[src/rtl/gcd_stein.sv]
// Binary (Stein) GCD with start/done handshake, one shift/subtract step per cycle.
// Define GCD_CYCLES_EN to add the saturating 16-bit `cycles` latency output.
module gcd_stein #(
  parameter int unsigned WIDTH = 32
) (
  input  logic             clk,
  input  logic             resetn,
  input  logic [WIDTH-1:0] opa,
  input  logic [WIDTH-1:0] opb,
  input  logic             start,
  output logic [WIDTH-1:0] result,
  output logic             done,
  output logic             busy
`ifdef GCD_CYCLES_EN
  ,
  output logic [15:0]      cycles
`endif
);

  localparam int unsigned KW = $clog2(WIDTH) + 1;

  typedef enum logic [1:0] {IDLE, SHIFT, REDUCE} state_t;

  state_t          state, state_nx;
  logic [WIDTH-1:0] a, b, a_nx, b_nx;
  logic [KW-1:0]    k, k_nx;
  logic             finish;

  always_comb begin
    state_nx = state;
    a_nx     = a;
    b_nx     = b;
    k_nx     = k;
    finish   = 1'b0;
    case (state)
      IDLE: begin
        if (start) begin
          k_nx = '0;
          // A zero operand loads a==b==opa|opb so REDUCE finishes on the very next edge.
          if (opa == '0 || opb == '0) begin
            a_nx     = opa | opb;
            b_nx     = opa | opb;
            state_nx = REDUCE;
          end else begin
            a_nx     = opa;
            b_nx     = opb;
            state_nx = SHIFT;
          end
        end
      end
      SHIFT: begin
        if (!a[0] && !b[0]) begin
          a_nx = a >> 1;
          b_nx = b >> 1;
          k_nx = k + KW'(1);
        end else begin
          state_nx = REDUCE;
        end
      end
      REDUCE: begin
        if (a == b) begin
          finish   = 1'b1;
          state_nx = IDLE;
        end else if (!a[0]) begin
          a_nx = a >> 1;
        end else if (!b[0]) begin
          b_nx = b >> 1;
        end else if (a > b) begin
          a_nx = (a - b) >> 1;
        end else begin
          b_nx = (b - a) >> 1;
        end
      end
      default: state_nx = IDLE;
    endcase
  end

  always_ff @(posedge clk) begin
    if (!resetn) begin
      state  <= IDLE;
      a      <= '0;
      b      <= '0;
      k      <= '0;
      result <= '0;
      done   <= 1'b0;
    end else begin
      state <= state_nx;
      a     <= a_nx;
      b     <= b_nx;
      k     <= k_nx;
      done  <= finish;
      if (finish) result <= a << k;
    end
  end

  assign busy = (state != IDLE);

`ifdef GCD_CYCLES_EN
  logic [15:0] cnt, cnt_inc;

  assign cnt_inc = (cnt == 16'hFFFF) ? cnt : cnt + 16'd1;

  always_ff @(posedge clk) begin
    if (!resetn) begin
      cnt    <= '0;
      cycles <= '0;
    end else begin
      if (state == IDLE) cnt <= '0;
      else               cnt <= cnt_inc;
      if (finish) cycles <= cnt_inc;
    end
  end
`endif

endmodule

[config.mk]
export PLATFORM = sky130hd
export DESIGN_NAME = gcd_stein
export DESIGN_NICKNAME = d
export VERILOG_FILES = /design/src/rtl/gcd_stein.sv
export SDC_FILE = /design/constraint.sdc
export NUM_CORES = 1
export LEC_CHECK = 0
export CORE_MARGIN = 2
export CORE_UTILIZATION = 64
export DETAILED_ROUTE_END_ITERATION = 12
export GPL_TIMING_DRIVEN = 0
export PLACE_DENSITY = 0.95
export REMOVE_ABC_BUFFERS = 1
export SLEW_MARGIN = 30
export SYNTH_ARGS = -nofsm -noshare
export SYNTH_HDL_FRONTEND = slang
export SYNTH_SLANG_ARGS = --single-unit
[constraint.sdc]
create_clock -name clk -period 7.17 [get_ports clk]
set_clock_uncertainty 0.2 [all_clocks]
set_input_delay 1.0755 -clock clk [delete_from_list [all_inputs] [get_ports clk]]
set_output_delay 1.0755 -clock clk [all_outputs]
set_load 0.02 [all_outputs]
==> results.md, run 1 <==
* Core area at 15900 sq um
* Worst Hold Depth at 2
* Count leader, synth: nand2_1
* Routability congestion estimate at roughly 1.0
* Tot GR Track Use at 40.4%
* Post-synth top cells: nand2_1 (210), a21oi_1 (167), dfxtp_1 (105)
* Syn Inst Count at about 1400
* Worst r2r dst: b[22]
* Seq cells post-synth at between 100 and 150
* Slew Limit Fails at 0
* Startpoint Class: flip-flop
* Worst R2R Path Depth at 10
* Fmax at around 180 MHz
* Post-synthesis sequential area ratio at between 20% and 30%
* DIE WIDTH at 132 um
* Hold Crit Class: flip-flop to flip-flop
* Routed wire length at 36000 um
* Post-route DRC violation count at 0
* Crit-path cells: inv_1 > ha_1 > nand4_1 > nor4_2 > nand4_1 > a31oi_4 > o21a_1 > nand2_1 > a221oi_1 > a2111oi_2
* Die Y at 132 um
* Worst hold endpoint: result[28]
* Clock sink count at ~110
* Synth Flop Type: dfxtp_1
* Cts hold-fix bufs at 0
* Clk_lat worst skew at about 0.38 ns
* Unrepaired setup endpoints after global routing: false
* EDFF count, synth at 0
* Post-synth top area cell: dfxtp_1
* Final cell count without fillers at about 1700
* Vias at between 10000 and 15000
* Largest net degree at the start of global routing at 70
* Crit path max fanout at 13
* I/O pins at 101
* WP buf/inv at 1
* Post-detail-place hpwl at 26400 um
* Hold_sp: result[28]
* Setup TNS at 0 ns
* Starting density of the core at between 60% and 70%
* R2r setup slk at roughly 1.5 ns
* Worst-Margin Slew at about 0.96 ns
* Kind of critical path: flip-flop to flip-flop
* Relative slew slack at a little over a third
* Site row count at between 40 and 50
* Slowest cell on the critical path: o21a_1
* # resized after CTS at 0
* Postcts setup bufs at 0
* Crit path largest cell delay at roughly 0.83 ns
* IO buf count at 100
* Crit-path most repeated cell: nand4_1
* Final WS setup at roughly 1.5 ns
* Total CTS buffers at 9
* Critical Path RT at 7.21 ns
* Async S/R FF share, synth at 0%
* Final Hold Vio Count at 0
* Worst setup EP type: flip-flop
* Root Driver: clkbuf_16
* Initial DRC Count at between 1500 and 2000
* Synth unique cells at 80
* DR vias/cell at between 6 and 7
* Warnings from Yosys at 0
* Htree depth at 3
* Reg clk slew, reported paths at ~0.080 ns
* Initial DRT Pass Iterations at 6
* Pre-CTS WS at ~1.8 ns
* Total Nets Final at 1593
* ANT cells at 0
* Post-synthesis cell area at around 10000 sq um
* Fraction of layout cells with a size suffix above 1 at under 10%
* Final setup fails at 0
* Arrival @ worst endpoint at approximately 5.7 ns
* Vias in the first global route at 10800
* CTS tree: yes
* Area Growth Syn to Fin at 12.7%
* Placed insts at around 1700
* Initial antenna violation count at 0
* GRT overflow at 0
* CP delay by family, top: simple AND/OR/NAND/NOR gates
* Layout fillers at about 1200
* Routed len/inst at 21.5 um
* Fin crit period at between 5 and 6 ns
* Largest cells by area after synthesis: dfxtp_1 (20%), ha_1 (8.3%), a21oi_1 (8.0%), nand2_1 (7.5%), mux2i_1 (3.7%)
* Area of the die at between 15000 and 20000 sq um
* Critical path depth in cells at 10
* Layout Utilization at between 70% and 80%
* Longest Clk Path Bufs at 2
* Worst R2R Start: a[17]
* Average size of a mapped cell at between 7 and 8 sq um
* Max Cap Violations at 0
* Final worst-path cycle share at 78.6%
* Detail Route Antenna Nets at 0
* Status: completed
* Synth top area share at 20.0%
* Wire length of the first global-routing pass at 56700 um
==> placed cells by master (no fill, tap or decap), drive strengths merged, types with 15 or more instances in the layout <==
| cell | count |
|---|---|
| a211o | 34 |
| nor4 | 24 |
| o21ai | 59 |
| nand2 | 210 |
| a31oi | 18 |
| nand4 | 19 |
| xnor2 | 26 |
| a211oi | 40 |
| nand3 | 43 |
| inv | 90 |
| o211ai | 38 |
| clkdlybuf4s50 | 99 |
| mux2i | 39 |
| xor2 | 27 |
| nor3 | 19 |
| a21oi | 171 |
| nor2 | 98 |
| dfxtp | 105 |
| ha | 70 |
| a32o | 15 |
| a21o | 23 |
==> worst reg2reg max path: cells and delay by family (launching register included) <==
family | cells | cell delay, ns
flip-flops | 1 | 0.55
adder cells (fa/ha/maj) | 1 | 0.58
buffers and inverters | 1 | 0.09
AO/OA/AOI/OAI | 4 | 1.81
AND/OR/NAND/NOR | 4 | 2.25
==> area by class of cell <==
cell class	count	area, sq um	share of cell area (%)
repair buffers	108	1160	9.84
clock buffers	10	239	2.02
well taps	216	270	2.29
clock inverters	6	56.3	0.476
flip-flops and latches	105	2110	17.8
multi-input cells	1143	7650	64.8
inverters	87	329	2.78
==> per-stage QoR <==
step / area, sq um / hold slack [ns]
floorplan: 10000 / 0.261
global placement: 11300 / 0.238
detailed placement: 11500 / 0.245
CTS: 11800 / 0.254
global route: 11800 / 0.274
finish: 11800 / 0.255
==> sequential cells by signal, indices dropped and copies added, names as in the netlist <==
name	count
a	32
state	2
done	1
k	6
b	32
result	32
==> logic make-up after synthesis <==
group                    synth area share (%)
flip-flops                               20.0
AO/OA/AOI/OAI                            32.0
AND/OR/NAND/NOR                          20.0
multiplexers                             7.26
buffers and inverters                    7.60
adder cells (fa/ha/maj)                  8.73
XOR/XNOR                                 4.42
==> metal layers <==
metal,track usage (%),vias to the layer above,part of all wire (%)
li1,-,5315,-
met1,51.3,5414,39
met2,64.8,768,45
met3,7.65,171,11
met4,21.9,0,5.8
met5,0,-,0
==> worst max path at each step <==
stage             from     to  slack [ns]
6_report         a[17]  b[22]        1.54
5_1_grt          a[17]  b[22]        1.47
4_1_cts          a[17]  a[27]        1.79
3_5_place_dp     a[17]  a[27]        1.80
3_3_place_gp   opb[17]  b[17]       -0.32
2_1_floorplan  opa[30]  b[22]        2.11
Power of run 1 is left out: the tool's default activity adds up to more than one toggle a clock period on the data nets, which glitch-free logic cannot reach.
==> inputs of run 2 (changes only) <==
--- a/config.mk
+++ b/config.mk
@@ -6,10 +6,10 @@
 export NUM_CORES = 1
 export LEC_CHECK = 0
 export CORE_MARGIN = 2
-export CORE_UTILIZATION = 64
+export CORE_UTILIZATION = 54
 export DETAILED_ROUTE_END_ITERATION = 12
 export GPL_TIMING_DRIVEN = 0
-export PLACE_DENSITY = 0.95
+export PLACE_DENSITY = 0.9
 export REMOVE_ABC_BUFFERS = 1
 export SLEW_MARGIN = 30
 export SYNTH_ARGS = -nofsm -noshare
==> constraint.sdc (replaced) <==
create_clock -name clk -period 5.1 [get_ports clk]
set_clock_uncertainty 0.2 [all_clocks]
set_input_delay 0.765 -clock clk [delete_from_list [all_inputs] [get_ports clk]]
set_output_delay 0.765 -clock clk [all_outputs]
set_load 0.02 [all_outputs]
==> run 2 against run 1 <==
Effect of this change:
- sequential share of layout area decreased by 0.16 points
- maximum frequency grew 15%
- count of clock-buffer cells in the layout unchanged
- register-to-register slack got worse by 1.3 ns
- cell count is 2.7% higher
- hold slack worse by 0.0034 ns
- critical path depth stayed put
- sequential cell count is the same
==> results.md, run 2 (synthesis gave the netlist of run 1 again) <==
* Routability congestion estimate at 0.996 (-1.3%)
* Status: completed
* Largest net degree at the start of global routing at 56 (-20%)
* Tot GR Track Use at 34.5% (-5.9 points)
* Post-detail-place hpwl at 26200 um (-0.92%)
* Worst Hold Depth at 2 (unchanged)
* CP delay by family, top: simple AND/OR/NAND/NOR gates
* Critical Path RT at 5.16 ns (-2.05 ns)
* Commonest non-fill, non-tap cell in the layout: nand2_1
* Total CTS buffers at 9 (unchanged)
* Clk_lat worst skew at 0.36 ns (-0.02 ns)
* Initial DRC Count at 1267 (-17%)
* Site row count at 50 (+8.7%)
* Worst-Margin Slew at 0.813 ns (-0.147 ns)
* DR vias/cell at 6.69 (-4.0%)
* Area Growth Syn to Fin at 13.7%
* WP buf/inv at 1 (unchanged)
* Final cell count without fillers at 1720 (+2.7%)
* Vias in the first global route at 10700 (-0.94%)
* Final WS setup at 0.219 ns (-1.32 ns)
* Die Y at 143 um (+8.6%)
* I/O pins at 101 (unchanged)
* Core area at 18900 sq um (+19%)
* Final Hold Vio Count at 0 (unchanged)
* Worst hold endpoint: result[16]
* Routed len/inst at 20.7 um (-3.8%)
* Pre-CTS WS at -0.327 ns (-2.13 ns)
* R2r setup slk at 0.22 ns (-1.32 ns)
* Crit-path most repeated cell: nand4_1
* Hold Crit Class: flip-flop to flip-flop
* Startpoint Class: flip-flop
* Htree depth at 3 (unchanged)
* Worst setup path start: a[17]
* Initial DRT Pass Iterations at 6 (unchanged)
* Worst r2r dst: b[17]
* Crit path max fanout at 13 (unchanged)
* Starting density of the core at 55.5% (-10 points)
* Detail Route Antenna Nets at 0 (unchanged)
* Kind of critical path: flip-flop to flip-flop
* Area of the die at 20600 sq um (+18%)
* Fraction of layout cells with a size suffix above 1 at 5.62% (+0.20 points)
* Crit path largest cell delay at 0.58 ns (-0.25 ns)
* DIE WIDTH at 143 um (+8.6%)
* Total Nets Final at 1594 (+0.063%)
* Root Driver: clkbuf_16
* Fin crit period at 4.88 ns (-0.751 ns)
* Longest Clk Path Bufs at 2 (unchanged)
* Relative slew slack at 45.8% (+9.8 points)
* Unrepaired setup endpoints after global routing: false
* Fmax at 205 MHz (+15%)
* Post-route DRC violation count at 0 (unchanged)
* Max Cap Violations at 0 (unchanged)
* Final worst-path cycle share at 95.7% (+17 points)
* Hold_ws at 0.251 ns (-0.00336 ns)
* Leading cell types in the layout, fill and taps excluded: nand2_1 (210), a21oi_1 (167), dfxtp_1 (101), clkdlybuf4s50_1 (99), nor2_1 (96)
* Crit-path cells: inv_1 > ha_1 > nand4_1 > nor4_4 > nand4_1 > a31oi_4 > o21a_2 > nand2_1 > a221o_1 > and3_1
* GRT overflow at 0 (unchanged)
* Worst R2R Start: a[17]
* Clock sink count at 105 (unchanged)
* ANT cells at 0 (unchanged)
* Wire length of the first global-routing pass at 56100 um (-1.0%)
* Slowest cell on the critical path: ha_1
* Worst setup EP type: flip-flop
* Hold_sp: result[16]
* Layout Utilization at 63.1% (-11 points)
* Placed insts at 1704 (+2.7%)
* Slew Limit Fails at 0 (unchanged)
* Cts hold-fix bufs at 0 (unchanged)
* Reg clk slew, reported paths at 0.08 ns (about the same)
* Worst R2R Path Depth at 10 (unchanged)
* CTS tree: yes
* Arrival @ worst endpoint at 4.94 ns (-0.73 ns)
* Postcts setup bufs at 0 (unchanged)
* Biggest regs: a x32, b x32, result x32
* Initial antenna violation count at 0 (unchanged)
* Final setup fails at 0 (unchanged)
* Routed wire length at 35600 um (-1.2%)
* IO buf count at 100 (unchanged)
* Vias at 11500 (-1.4%)
[run 2: worst min-delay path, stage by stage, from the launching register on]
cell     delay [ns]
dfxtp_1        0.31
nand2_1        0.05
a21oi_1        0.05
[run 2: through the flow]
| stage | setup TNS [ns] | cell area, sq um |
|---|---|---|
| 2_1_floorplan | 0 | 10000 |
| 3_3_place_gp | -116.93 | 11300 |
| 3_5_place_dp | -3.52 | 11600 |
| 4_1_cts | 0 | 11900 |
| 5_1_grt | 0 | 11900 |
| 6_report | 0 | 11900 |
[run 2: metal layers]
| layer | vias to the layer above | part of all wire, % | track usage, % |
|---|---|---|---|
| met1 | 5333 | 41 | 46.1 |
| met2 | 739 | 44 | 54.2 |
| met3 | 125 | 10 | 5.70 |
| met5 | - | 0 | 0 |
| met4 | 0 | 4.6 | 16.4 |
| li1 | 5309 | - | - |
[run 2: area by class of cell]
| cell class | count | area, sq um |
|---|---|---|
| multi-input cells | 1143 | 7670 |
| fillers | 1671 | 6970 |
| flip-flops and latches | 105 | 2110 |
| repair buffers | 109 | 1200 |
| inverters | 87 | 329 |
| well taps | 260 | 325 |
| clock buffers | 10 | 229 |
| clock inverters | 6 | 68.8 |
[run 2: what timing repair did]
action | CTS | global route
gates resized for setup | 2 | 2
endpoints found under the setup margin | 14 | 11
hold endpoints to repair | 0 | 0
[run 2: worst max path at each step]
stage	endpoint	slack (ns)	cells after the start
finish	b[17]	0.22	10
floorplan	b[22]	0.35	5
CTS	a[27]	0.07	10
detailed placement	a[27]	-0.33	10
global placement	b[20]	-2.37	6
global route	a[4]	0.11	12
Power of run 2 is left out for the same reason.
==> inputs of run 3 (changes only) <==
--- a/config.mk
+++ b/config.mk
@@ -6,10 +6,11 @@
 export NUM_CORES = 1
 export LEC_CHECK = 0
 export CORE_MARGIN = 2
-export CORE_UTILIZATION = 54
+export CORE_UTILIZATION = 55
+export CTS_BUF_LIST = sky130_fd_sc_hd__clkbuf_2
 export DETAILED_ROUTE_END_ITERATION = 12
 export GPL_TIMING_DRIVEN = 0
-export PLACE_DENSITY = 0.9
+export PLACE_DENSITY = 0.91
 export REMOVE_ABC_BUFFERS = 1
 export SLEW_MARGIN = 30
 export SYNTH_ARGS = -nofsm -noshare
==> run 3 against run 2 <==
Effect of this change:
- routed wire length down 2.8%
- largest cell class unchanged
- die area fell by 1.8%
- first-iteration DRC count grew 5.9%
- cell area down 2.2%
- highest routed layer unchanged
- count of clock-buffer cells in the layout down 1
- worst setup slack got worse by 0.11 ns
- critical path depth up 2
- non-clock buffer count is the same
==> results.md, run 3 (synthesis gave the netlist of run 1 again) <==
* Status: completed
* Root Driver: clkbuf_2
* Worst-Margin Slew at 1.02 ns (+0.208 ns)
* I/O pins at 101 (unchanged)
* Crit-path cells: inv_1 > ha_1 > fa_1 > nand2b_1 > a21oi_2 > o221ai_1 > a21oi_4 > a31oi_4 > a211o_1 > a21o_2 > nor2_1 > a32o_1
* IO buf count at 100 (unchanged)
* Leading cell types in the layout, fill and taps excluded: nand2_1 (210), a21oi_1 (167), dfxtp_1 (101), clkdlybuf4s50_1 (99), nor2_1 (97)
* CP delay by family, top: compound AO/OA/AOI/OAI gates
* Commonest non-fill, non-tap cell in the layout: nand2_1
* Final worst-path cycle share at 97.9% (+2.2 points)
* Initial antenna violation count at 1 (+1)
* Starting density of the core at 56.1% (+0.56 points)
* Wire length of the first global-routing pass at 54900 um (-2.1%)
* Area of the die at 20200 sq um (-1.8%)
* CTS tree: yes
* Hold Crit Class: flip-flop to flip-flop
* Initial DRC Count at 1342 (+5.9%)
* Routed wire length at 34600 um (-2.8%)
* Unrepaired setup endpoints after global routing: false
* Area Growth Syn to Fin at 11.2%
* Tot GR Track Use at 33.9% (-0.50 points)
* WP buf/inv at 1 (unchanged)
* Reg clk slew, reported paths at 0.30 ns (+0.22 ns)
* Site row count at 50 (unchanged)
* Startpoint Class: flip-flop
* Pre-CTS WS at 0.0141 ns (+0.342 ns)
* Biggest regs: a x32, b x32, result x32
* Detail Route Antenna Nets at 0 (unchanged)
* Routability congestion estimate at 1.00 (+0.88%)
* Setup TNS at 0 ns (unchanged)
* DR vias/cell at 6.73 (+0.61%)
* Total CTS buffers at 9 (unchanged)
* Initial DRT Pass Iterations at 6 (unchanged)
* Arrival @ worst endpoint at 5.38 ns (+0.44 ns)
* Crit path max fanout at 24 (+11)
* Fin crit period at 4.99 ns (+0.114 ns)
* Slowest cell on the critical path: nor2_1
* Layout fillers at 1638 (-2.0%)
* Kind of critical path: flip-flop to flip-flop
* Max Cap Violations at 0 (unchanged)
* Core area at 18700 sq um (-0.99%)
* Die Y at 142 um (-0.89%)
* Fraction of layout cells with a size suffix above 1 at 5.55% (-0.068 points)
* Fmax at 200 MHz (-2.3%)
* Final Hold Vio Count at 0 (unchanged)
* Crit path largest cell delay at 0.84 ns (+0.26 ns)
* Htree depth at 3 (unchanged)
* Routed len/inst at 20.4 um (-1.4%)
* Final setup fails at 0 (unchanged)
* Largest net degree at the start of global routing at 68 (+21%)
* Final Instance Area at 11700 sq um (-2.2%)
* Slew Limit Fails at 0 (unchanged)
* Worst setup EP type: flip-flop
* Relative slew slack at 31.7% (-14 points)
* DIE WIDTH at 142 um (-0.89%)
* Final WS setup at 0.105 ns (-0.114 ns)
* Vias in the first global route at 10400 (-3.2%)
* Longest Clk Path Bufs at 2 (unchanged)
* Clock sink count at 105 (unchanged)
* Vias at 11400 (-0.85%)
* Critical Path RT at 5.48 ns (+0.32 ns)
* Placed Instance Area at 11500 sq um (-0.57%)
* Total Nets Final at 1594 (unchanged)
* Clk_lat worst skew at 0.63 ns (+0.27 ns)
* GRT overflow at 0 (unchanged)
* Post-detail-place hpwl at 25900 um (-1.3%)
* Hold_ws at 0.270 ns (+0.0186 ns)
* Post-route DRC violation count at 0 (unchanged)
## run 3: metrics by stage
stage,cells,utilization [%]
6_report,1695,62.4
2_1_floorplan,1335,-
5_1_grt,1695,62.4
3_5_place_dp,1678,61.7
3_3_place_gp,1669,60.5
4_1_cts,1694,62.2
## run 3: metal layers
metal	part of all wire (%)	vias to the layer above	wire [um]	global-route usage [%]
li1	-	5311	-	-
met1	40	5323	13900	45.2
met2	44	663	15300	53.1
met3	10	111	3590	6.06
met4	5.0	0	1720	16.4
met5	0	-	0	0
## run 3: worst register-to-register path: stages, from the launching register on
cell	delay, ns
dfxtp_1	0.58
inv_1	0.18
ha_1	0.26
fa_1	0.41
nand2b_1	0.20
a21oi_2	0.26
o221ai_1	0.25
a21oi_4	0.45
a31oi_4	0.22
a211o_1	0.40
a21o_2	0.41
nor2_1	0.85
a32o_1	0.29
## run 3: final cells by class
class,instances,area (sq um),share of cell area (%)
tap,234,293,2.51
sequential,105,2110,18.1
multi-input combinational,1143,7670,65.7
clock inverter,7,46.3,0.397
timing repair buffer,109,1180,10.1
clock buffer,9,45.0,0.386
antenna,1,2.50,0.0215
inverter,87,329,2.82
## run 3: path summary, 6_finish.rpt
path               from         end  slack, ns  cells after the start
min          result[29]  result[29]       0.27                      2
max reg2reg        a[0]       a[27]       0.11                     12
min reg2reg  result[29]  result[29]       0.27                      2
max                a[0]       a[27]       0.11                     12
## run 3: repair_timing
action,CTS,global route
setup buffers,0,0
resized for setup,2,2
hold endpoints to repair,0,0
hold buffers,0,0
pin swaps,0,0
setup endpoints to repair,2,7
Power of run 3 is left out for the same reason.
